<file path="config.mk">
export PLATFORM = sky130hd
export DESIGN_NAME = uart_tx_arbiter_flat
export DESIGN_NICKNAME = d
export VERILOG_FILES = /design/src/rtl/uart_tx_arbiter_if.sv /design/src/rtl/uart_tx_arbiter.sv /design/src/flat_wrapper.sv
export SDC_FILE = /design/constraint.sdc
export NUM_CORES = 1
export LEC_CHECK = 0
export BUFFER_PORTS_ARGS = -buffer_cell sky130_fd_sc_hd__buf_2
export CORE_AREA = 10 10 71 85
export DETAILED_ROUTE_END_ITERATION = 7
export DIE_AREA = 0 0 81 95
export PLACE_DENSITY = 0.59
export SLEW_MARGIN = 20
export SYNTH_ARGS = -nofsm -noshare
export SYNTH_HDL_FRONTEND = slang
export SYNTH_SLANG_ARGS = --single-unit
</file>
<file path="constraint.sdc">
create_clock -name clk -period 2.7 [get_ports clk]
set_clock_uncertainty 0.05 [all_clocks]
set_input_delay 0.27 -clock clk [delete_from_list [all_inputs] [get_ports clk]]
set_output_delay 0.27 -clock clk [all_outputs]
set_load 0.1 [all_outputs]
</file>
<file path="src/rtl/uart_tx_arbiter_if.sv">
// Requester/transmitter bundle for uart_tx_arbiter; NUM_REQ must match the arbiter instance.
interface uart_tx_arbiter_if #(
    parameter int NUM_REQ = 4
);
    localparam int IDW = $clog2(NUM_REQ);

    logic [NUM_REQ-1:0]   req;
    logic [8*NUM_REQ-1:0] req_data;
    logic [NUM_REQ-1:0]   gnt;
    logic                 uart_start;
    logic [7:0]           uart_data;
    logic                 uart_tx_active;
    logic                 uart_done_tx;
    logic                 busy;
    logic [IDW-1:0]       grant_id;
    logic                 timeout_err;

    modport master (
        output req, req_data, uart_tx_active, uart_done_tx,
        input  gnt, uart_start, uart_data, busy, grant_id, timeout_err
    );

    modport slave (
        input  req, req_data, uart_tx_active, uart_done_tx,
        output gnt, uart_start, uart_data, busy, grant_id, timeout_err
    );
endinterface

</file>
<file path="src/rtl/uart_tx_arbiter.sv">
// Round-robin arbiter feeding one byte at a time from NUM_REQ requesters into a UART transmitter.
// Optional per-byte watchdog enabled by defining UART_ARB_TIMEOUT_EN.
module uart_tx_arbiter #(
    parameter int NUM_REQ        = 4,
    parameter int TIMEOUT_CYCLES = 65536
) (
    input logic              clk,
    input logic              rst,
    uart_tx_arbiter_if.slave bus
);
    localparam int IDW = $clog2(NUM_REQ);
    localparam int CW  = IDW + 1;

    typedef enum logic [2:0] {
        IDLE,
        LOAD,
        START,
        WAIT_ACT,
        WAIT_DONE
    } state_t;

    state_t           state_q, state_d;
    logic [IDW-1:0]   last_grant;
    logic [IDW-1:0]   grant_id_q;
    logic [IDW-1:0]   winner;
    logic [7:0]       data_q;
    logic [CW-1:0]    cand;
    logic             found;
    logic             any_req;
    logic             to_hit;
    logic             timeout_err_q;
    logic [NUM_REQ-1:0] gnt_d;
    logic             start_d;
    logic             busy_d;

    assign any_req = |bus.req;

    // Scan from last_grant+1 upward; one conditional subtract keeps the wrap modulo NUM_REQ.
    always_comb begin
        winner = '0;
        found  = 1'b0;
        cand   = '0;
        for (int unsigned k = 0; k < NUM_REQ; k++) begin
            cand = CW'(last_grant) + CW'(k + 1);
            if (cand >= CW'(NUM_REQ)) begin
                cand = cand - CW'(NUM_REQ);
            end
            if (!found && bus.req[cand[IDW-1:0]]) begin
                winner = cand[IDW-1:0];
                found  = 1'b1;
            end
        end
    end

    always_comb begin
        state_d = state_q;
        case (state_q)
            IDLE:      if (any_req) state_d = LOAD;
            LOAD:      state_d = START;
            START:     state_d = WAIT_ACT;
            WAIT_ACT: begin
                if (bus.uart_done_tx || to_hit) begin
                    state_d = IDLE;
                end else if (bus.uart_tx_active) begin
                    state_d = WAIT_DONE;
                end
            end
            WAIT_DONE: if (bus.uart_done_tx || to_hit) state_d = IDLE;
            default:   state_d = IDLE;
        endcase
    end

    always_comb begin
        gnt_d   = '0;
        start_d = 1'b0;
        busy_d  = (state_q != IDLE);
        if (state_q == LOAD) begin
            gnt_d[grant_id_q] = 1'b1;
        end
        if (state_q == START) begin
            start_d = 1'b1;
        end
    end

    // Winner's byte and index are captured on the IDLE->LOAD edge so they are already valid while gnt is high.
    always_ff @(posedge clk or negedge rst) begin
        if (!rst) begin
            state_q    <= IDLE;
            last_grant <= IDW'(NUM_REQ - 1);
            grant_id_q <= '0;
            data_q     <= '0;
        end else begin
            state_q <= state_d;
            if (state_q == IDLE && any_req) begin
                last_grant <= winner;
                grant_id_q <= winner;
                data_q     <= bus.req_data[8*winner +: 8];
            end
        end
    end

`ifdef UART_ARB_TIMEOUT_EN
    localparam int TW = $clog2(TIMEOUT_CYCLES + 1);

    logic [TW-1:0] to_cnt;
    logic          in_wait;

    assign in_wait = (state_q == WAIT_ACT) || (state_q == WAIT_DONE);
    assign to_hit  = in_wait && (to_cnt == TW'(TIMEOUT_CYCLES - 1));

    always_ff @(posedge clk or negedge rst) begin
        if (!rst) begin
            to_cnt        <= '0;
            timeout_err_q <= 1'b0;
        end else if (state_q == START) begin
            to_cnt <= '0;
        end else if (in_wait && !bus.uart_done_tx) begin
            if (to_hit) begin
                timeout_err_q <= 1'b1;
            end else begin
                to_cnt <= to_cnt + TW'(1);
            end
        end
    end
`else
    assign to_hit        = 1'b0;
    assign timeout_err_q = 1'b0;
`endif

    assign bus.gnt         = gnt_d;
    assign bus.uart_start  = start_d;
    assign bus.uart_data   = data_q;
    assign bus.busy        = busy_d;
    assign bus.grant_id    = grant_id_q;
    assign bus.timeout_err = timeout_err_q;
endmodule

</file>
<file path="src/flat_wrapper.sv">
// flat-port wrapper written by rule: the top's interface ports become plain ports
module uart_tx_arbiter_flat 
#(
    parameter int NUM_REQ        = 4,
    parameter int TIMEOUT_CYCLES = 65536
)
  (clk, rst, bus_req, bus_req_data, bus_uart_tx_active, bus_uart_done_tx, bus_gnt, bus_uart_start, bus_uart_data, bus_busy, bus_grant_id, bus_timeout_err);
  uart_tx_arbiter_if #(.NUM_REQ(NUM_REQ)) bus_i ();
  input logic clk;
  input logic rst;
  input wire logic [$bits(bus_i.req)-1:0] bus_req;
  input wire logic [$bits(bus_i.req_data)-1:0] bus_req_data;
  input wire logic [$bits(bus_i.uart_tx_active)-1:0] bus_uart_tx_active;
  input wire logic [$bits(bus_i.uart_done_tx)-1:0] bus_uart_done_tx;
  output wire logic [$bits(bus_i.gnt)-1:0] bus_gnt;
  output wire logic [$bits(bus_i.uart_start)-1:0] bus_uart_start;
  output wire logic [$bits(bus_i.uart_data)-1:0] bus_uart_data;
  output wire logic [$bits(bus_i.busy)-1:0] bus_busy;
  output wire logic [$bits(bus_i.grant_id)-1:0] bus_grant_id;
  output wire logic [$bits(bus_i.timeout_err)-1:0] bus_timeout_err;
  assign bus_i.req = bus_req;
  assign bus_i.req_data = bus_req_data;
  assign bus_i.uart_tx_active = bus_uart_tx_active;
  assign bus_i.uart_done_tx = bus_uart_done_tx;
  assign bus_gnt = bus_i.gnt;
  assign bus_uart_start = bus_i.uart_start;
  assign bus_uart_data = bus_i.uart_data;
  assign bus_busy = bus_i.busy;
  assign bus_grant_id = bus_i.grant_id;
  assign bus_timeout_err = bus_i.timeout_err;
  uart_tx_arbiter #(.NUM_REQ(NUM_REQ), .TIMEOUT_CYCLES(TIMEOUT_CYCLES)) u_core (.clk(clk), .rst(rst), .bus(bus_i));
endmodule
</file>
# Word-level counts from Yosys, hierarchy flattened
# Cells that the tools add are included.
# word_totals
register_bits	15
in_bits	40
output_inout_bits	17
elab_cells	70
# classes
addsub	8
n_lt_le_gt_ge	10
n_eq_ne	7
n_shift	1
mux	28
reduce_logical	12
# op_table
operator	n
indexed part select 32 x 6 -> 8 bit	1
2-to-1 mux 2 bit	8
< comparator 2 x 3 -> 1 bit, second input constant	5
case mux 3 bit (5 select lines)	1
greater-or-equal comparator 3 bit, second input constant	4
2-to-1 mux 3 bit	4
2-to-1 mux 1 bit	9
binary-select mux 1 bit (select 2 bit)	4
subtractor 2 x 1 -> 2 bit, second input constant	4
adder 2 x 2 -> 3 bit, second input constant	2
== test 3 x 2 -> 1 bit, second input constant	2
logical AND 1 bit	5
2-to-1 mux 4 bit	1
OR reduction 4 bit	1
adder 2 x 1 -> 3 bit, second input constant	1
adder 2 x 3 -> 3 bit, second input constant	1
== test 3 x 1 -> 1 bit, second input constant	1
== test 3 bit, second input constant	1
logical NOT 1 bit	3
logical NOT 3 bit	1
inequality test 3 bit, second input constant	1
AND reduction 3 bit	1
nonzero test 3 bit	1
demux 1 bit (select 2 bit)	1
3 further kinds	3

# Longest topological paths before layout
# logic_depth
word_depth	16
ltp_mapped	7
ltp_nobuf	5

# Worst setup path before layout
# OpenSTA, ideal clock, no wires.
# synth_path
path_type	reg-to-output
start	register u_core.grant_id_q[1], in the netlist u_core.bus.grant_id[1]
end	output bus_gnt[0]
arrival_ns	3.134
t_required_ns	2.380
path_slack_ns	-0.754
path_stages_with_launch	2
n_path_buf	0
cell_sequence	dfrtp_1 -> nor3b_1
# synth_via
elab_chain_cells	5
# synth_lines
item	line_no	rtl
start, declared	uart_tx_arbiter.sv:24	logic [IDW-1:0] grant_id_q;
start signal, assigned	uart_tx_arbiter.sv:96	grant_id_q <= winner;
< comparator 2 x 3 -> 1 bit (not written as such) or greater-or-equal comparator 2 x 1 -> 1 bit (tied branches)	uart_tx_arbiter.sv:78	gnt_d[grant_id_q] = 1'b1;
logical AND 1 bit (not written as such)	uart_tx_arbiter.sv:78	
2-to-1 mux 1 bit (not written as such)	uart_tx_arbiter.sv:78	
demux 1 bit (select 2 bit) *	-	
2-to-1 mux 4 bit *	uart_tx_arbiter.sv:77	if (state_q == LOAD) begin
end, declared	flat_wrapper.sv:15	output wire logic [$bits(bus_i.gnt)-1:0] bus_gnt;
# Every way passes the cells marked *; elsewhere a longest branch is shown, timed or not.

# Worst setup path after layout
# layout_path
start	register u_core.state_q[0]
end	output bus_gnt[0]
# layout_via
elab_chain_cells	2
# layout_lines
item	line_no	rtl
start, declared	uart_tx_arbiter.sv:22	state_t state_q, state_d;
start signal, assigned	uart_tx_arbiter.sv:93	state_q <= state_d;
== test 3 x 1 -> 1 bit	uart_tx_arbiter.sv:77	
2-to-1 mux 4 bit	uart_tx_arbiter.sv:77	
# No other way between the ends.

==> impl_metrics.csv <==
group,metric,value,unit
logic_synthesis,synth_edf_count,0,
logic_synthesis,yosysTopAreaCell,"dfrtp_1",
final_layout,fill_cells,493,
sta,min_period,2.098,ns
route,ant_nets,0,
sta,setup_viol,0,
logic_synthesis,synthesis.area,1067,um^2
logic_synthesis,synthTopCellsByArea,"dfrtp_1, mux2i_1, o31a_2",
setup_path,worst-endpoint-arrival,1.78,ns
sta,fin_crit_sh,0.7771,
grt,grt_antenna_before_repair,0,
floorplan,initial_core_util,0.2393,
clocking,clock_sinks,15,
grt,grt_use_total,0.08767,
sta,timing.final.ws_setup,0.6019,ns
clocking,cts_hold_buf,1,
job,drv_cap,0,
route,drc_errors,0,
power_and_ir_drop,power_density,1392,nW/um^2
status,run_status,"finished, final reports clean",
clocking,post-cts-setup-buffers,0,
final_layout,syn2layout_area_growth,35.76,%
setup_path,critPathLaunchType,"flip-flop",
sta,max_clock_freq,476.6,MHz
placed_design,preCtsSetupSlack,0.6923,ns
floorplan,core_area,4459,um^2
route,drt-initial-drc-count,53,
placed_design,hpwlAfterDp,2.853,mm
grt,first_global_vias,1099,
logic_synthesis,yosysSeqAreaShare,0.3540,
logic_synthesis,ys_async_sr_fraction,1.000,
clocking,clk_pin_slew,0.07,ns
clocking,insertion_delay,0.25,ns
final_layout,final_layout_size_suffix_gt1_frac,0.4682,
final_layout,antenna_cells,0,
hold_path,hold_path_class,"input port to flip-flop",
power_and_ir_drop,p_leak,0.6845,nW
logic_synthesis,syn_area_per_cell,9.122,um^2
sta,slew_viol_final,0,
route,dr.pass1.iters,3,
clocking,clock_path_buffers,2,
placed_design,gp_routability_congestion,0.7186,
route,avgViaCountPerCell,4.558,
route,routedWlPerCell,14.68,um
setup_path,required,2.38,ns
sta,tightest_slew,0.6169,ns
logic_synthesis,synth_ff_type,"dfrtp_1",
final_layout,final_nets,214,
power_and_ir_drop,ir_worst_vdd,0.3173,mV
sta,rsz0062_at_grt,"false",
clocking,clockRootBuffer,"clkbuf_8",
setup_path,crit_type,"flip-flop to output pin",
clocking,cts_tree,"yes",
logic_synthesis,synth_cell_types,35,
setup_path,endpoint_kind,"output pin",
grt,gr-total-overflow,0,
route,num_vias,1053,
route,drt-total-wl,3.392,mm
floorplan,die_area,7695,um^2
placed_design,portBuffers,55,
floorplan,boundaryPins,57,
clocking,htreeDepth,1,
floorplan,dieWidth,81,um
logic_synthesis,synth_fp_nets,157,
clocking,cts_resized,0,
logic_synthesis,synth_top_area_share,0.3048,
sta,finalHoldViolCount,0,
logic_synthesis,syn_inst,117,
grt,grt_max_degree,16,
logic_synthesis,ys_ff_latch,15,
floorplan,fp.dieH,95,um
sta,finalSetupTns,0,ns
sta,max-slew-margin-rel,0.5844,
clocking,numCtsBuffers,3,
grt,grt_first_pass_wirelength,5.409,mm
setup_path,crit_fanout,7,
logic_synthesis,ys_warn_count,0,
floorplan,row_count,27,
per-layer routing:
metal	part of all wire	track usage	vias up
met4	0.014	0.04335	0
li1	-	-	549
met1	0.42	0.1051	473
met5	0	0	-
met2	0.49	0.1436	29
met3	0.074	0.01901	2
state kept, by name, summed over array words and instances (netlist names):
register / flops
u_core.bus.uart_data: 8
u_core.last_grant: 2
u_core.state_q: 3
u_core.bus.grant_id: 2
worst max-delay path: stages, from the launching register on:
cell	delay (ns)
dfrtp_1	0.46
nor3b_1	0.40
nor3b_2	0.22
buf_2	0.44
placed cells by master, fill, tap and decap left out, types with 4 or more instances in the layout:
master,instances
o21ai_0,8
a21oi_1,4
dfrtp_1,13
mux2i_1,8
buf_2,55
and4_1,8
nor2_1,10
o31a_2,8
o211ai_1,8
nand2_1,15
cell usage after synthesis, types with 2 or more instances:
cell type,n
o211ai_1,8
mux2i_1,8
buf_2,2
nor3b_1,2
o31a_2,8
and4_1,8
nand2_1,15
buf_6,2
dfrtp_1,13
nor3_1,2
nand2b_1,2
o21ai_0,8
a21oi_2,2
dfstp_2,2
nor2_1,10
a21oi_1,4
o21ai_1,3
layout make-up:
class,count,area (um^2),share of cell area
clock inverter,1,5.005,0.003454
inverter,1,3.754,0.002591
tap,58,72.57,0.05009
sequential,15,377.9,0.2608
multi-input combinational,96,655.6,0.4525
timing repair buffer,57,292.8,0.2021
clock buffer,3,41.29,0.02850
final timing paths:
check / start / endpoint / slack (ns) / cells past startpoint
hold / removal: bus_uart_done_tx / u_core.state_q[2] / 0.13 / 2
setup / recovery: u_core.state_q[0] / bus_gnt[0] / 0.60 / 3
max in group asynchronous: rst / u_core.last_grant[0] / 1.89 / 2
setup reg to reg: u_core.state_q[0] / u_core.bus.uart_data[1] / 0.69 / 5
min in group asynchronous: rst / u_core.state_q[2] / 0.41 / 2
hold reg to reg: u_core.last_grant[1] / u_core.last_grant[1] / 0.45 / 2
per-stage QoR:
stage	area, um^2	hold slack [ns]	cells	util	power, W
floorplan	1077	-0.07559	117	-	0.001620
CTS	1449	0.1271	231	0.3249	0.002038
detailed placement	1393	0.1505	226	0.3123	0.001853
global route	1449	0.1430	231	0.3249	0.002137
global placement	1393	0.1481	226	0.3123	0.001841
finish	1449	0.1316	231	0.3249	0.002017
report_power, final:
group          internal [W]  switching (W)
logic              0.000317        0.00107
registers          0.000345       0.000105
clock network      0.000102      0.0000788
cells by family after synthesis:
kind of cell	synth area share
compound gates	0.2497
flops	0.3540
other cells	0.003514
simple gates	0.2767
mux	0.07503
buf+inv	0.04103
Power figures use the tool's default switching activity.
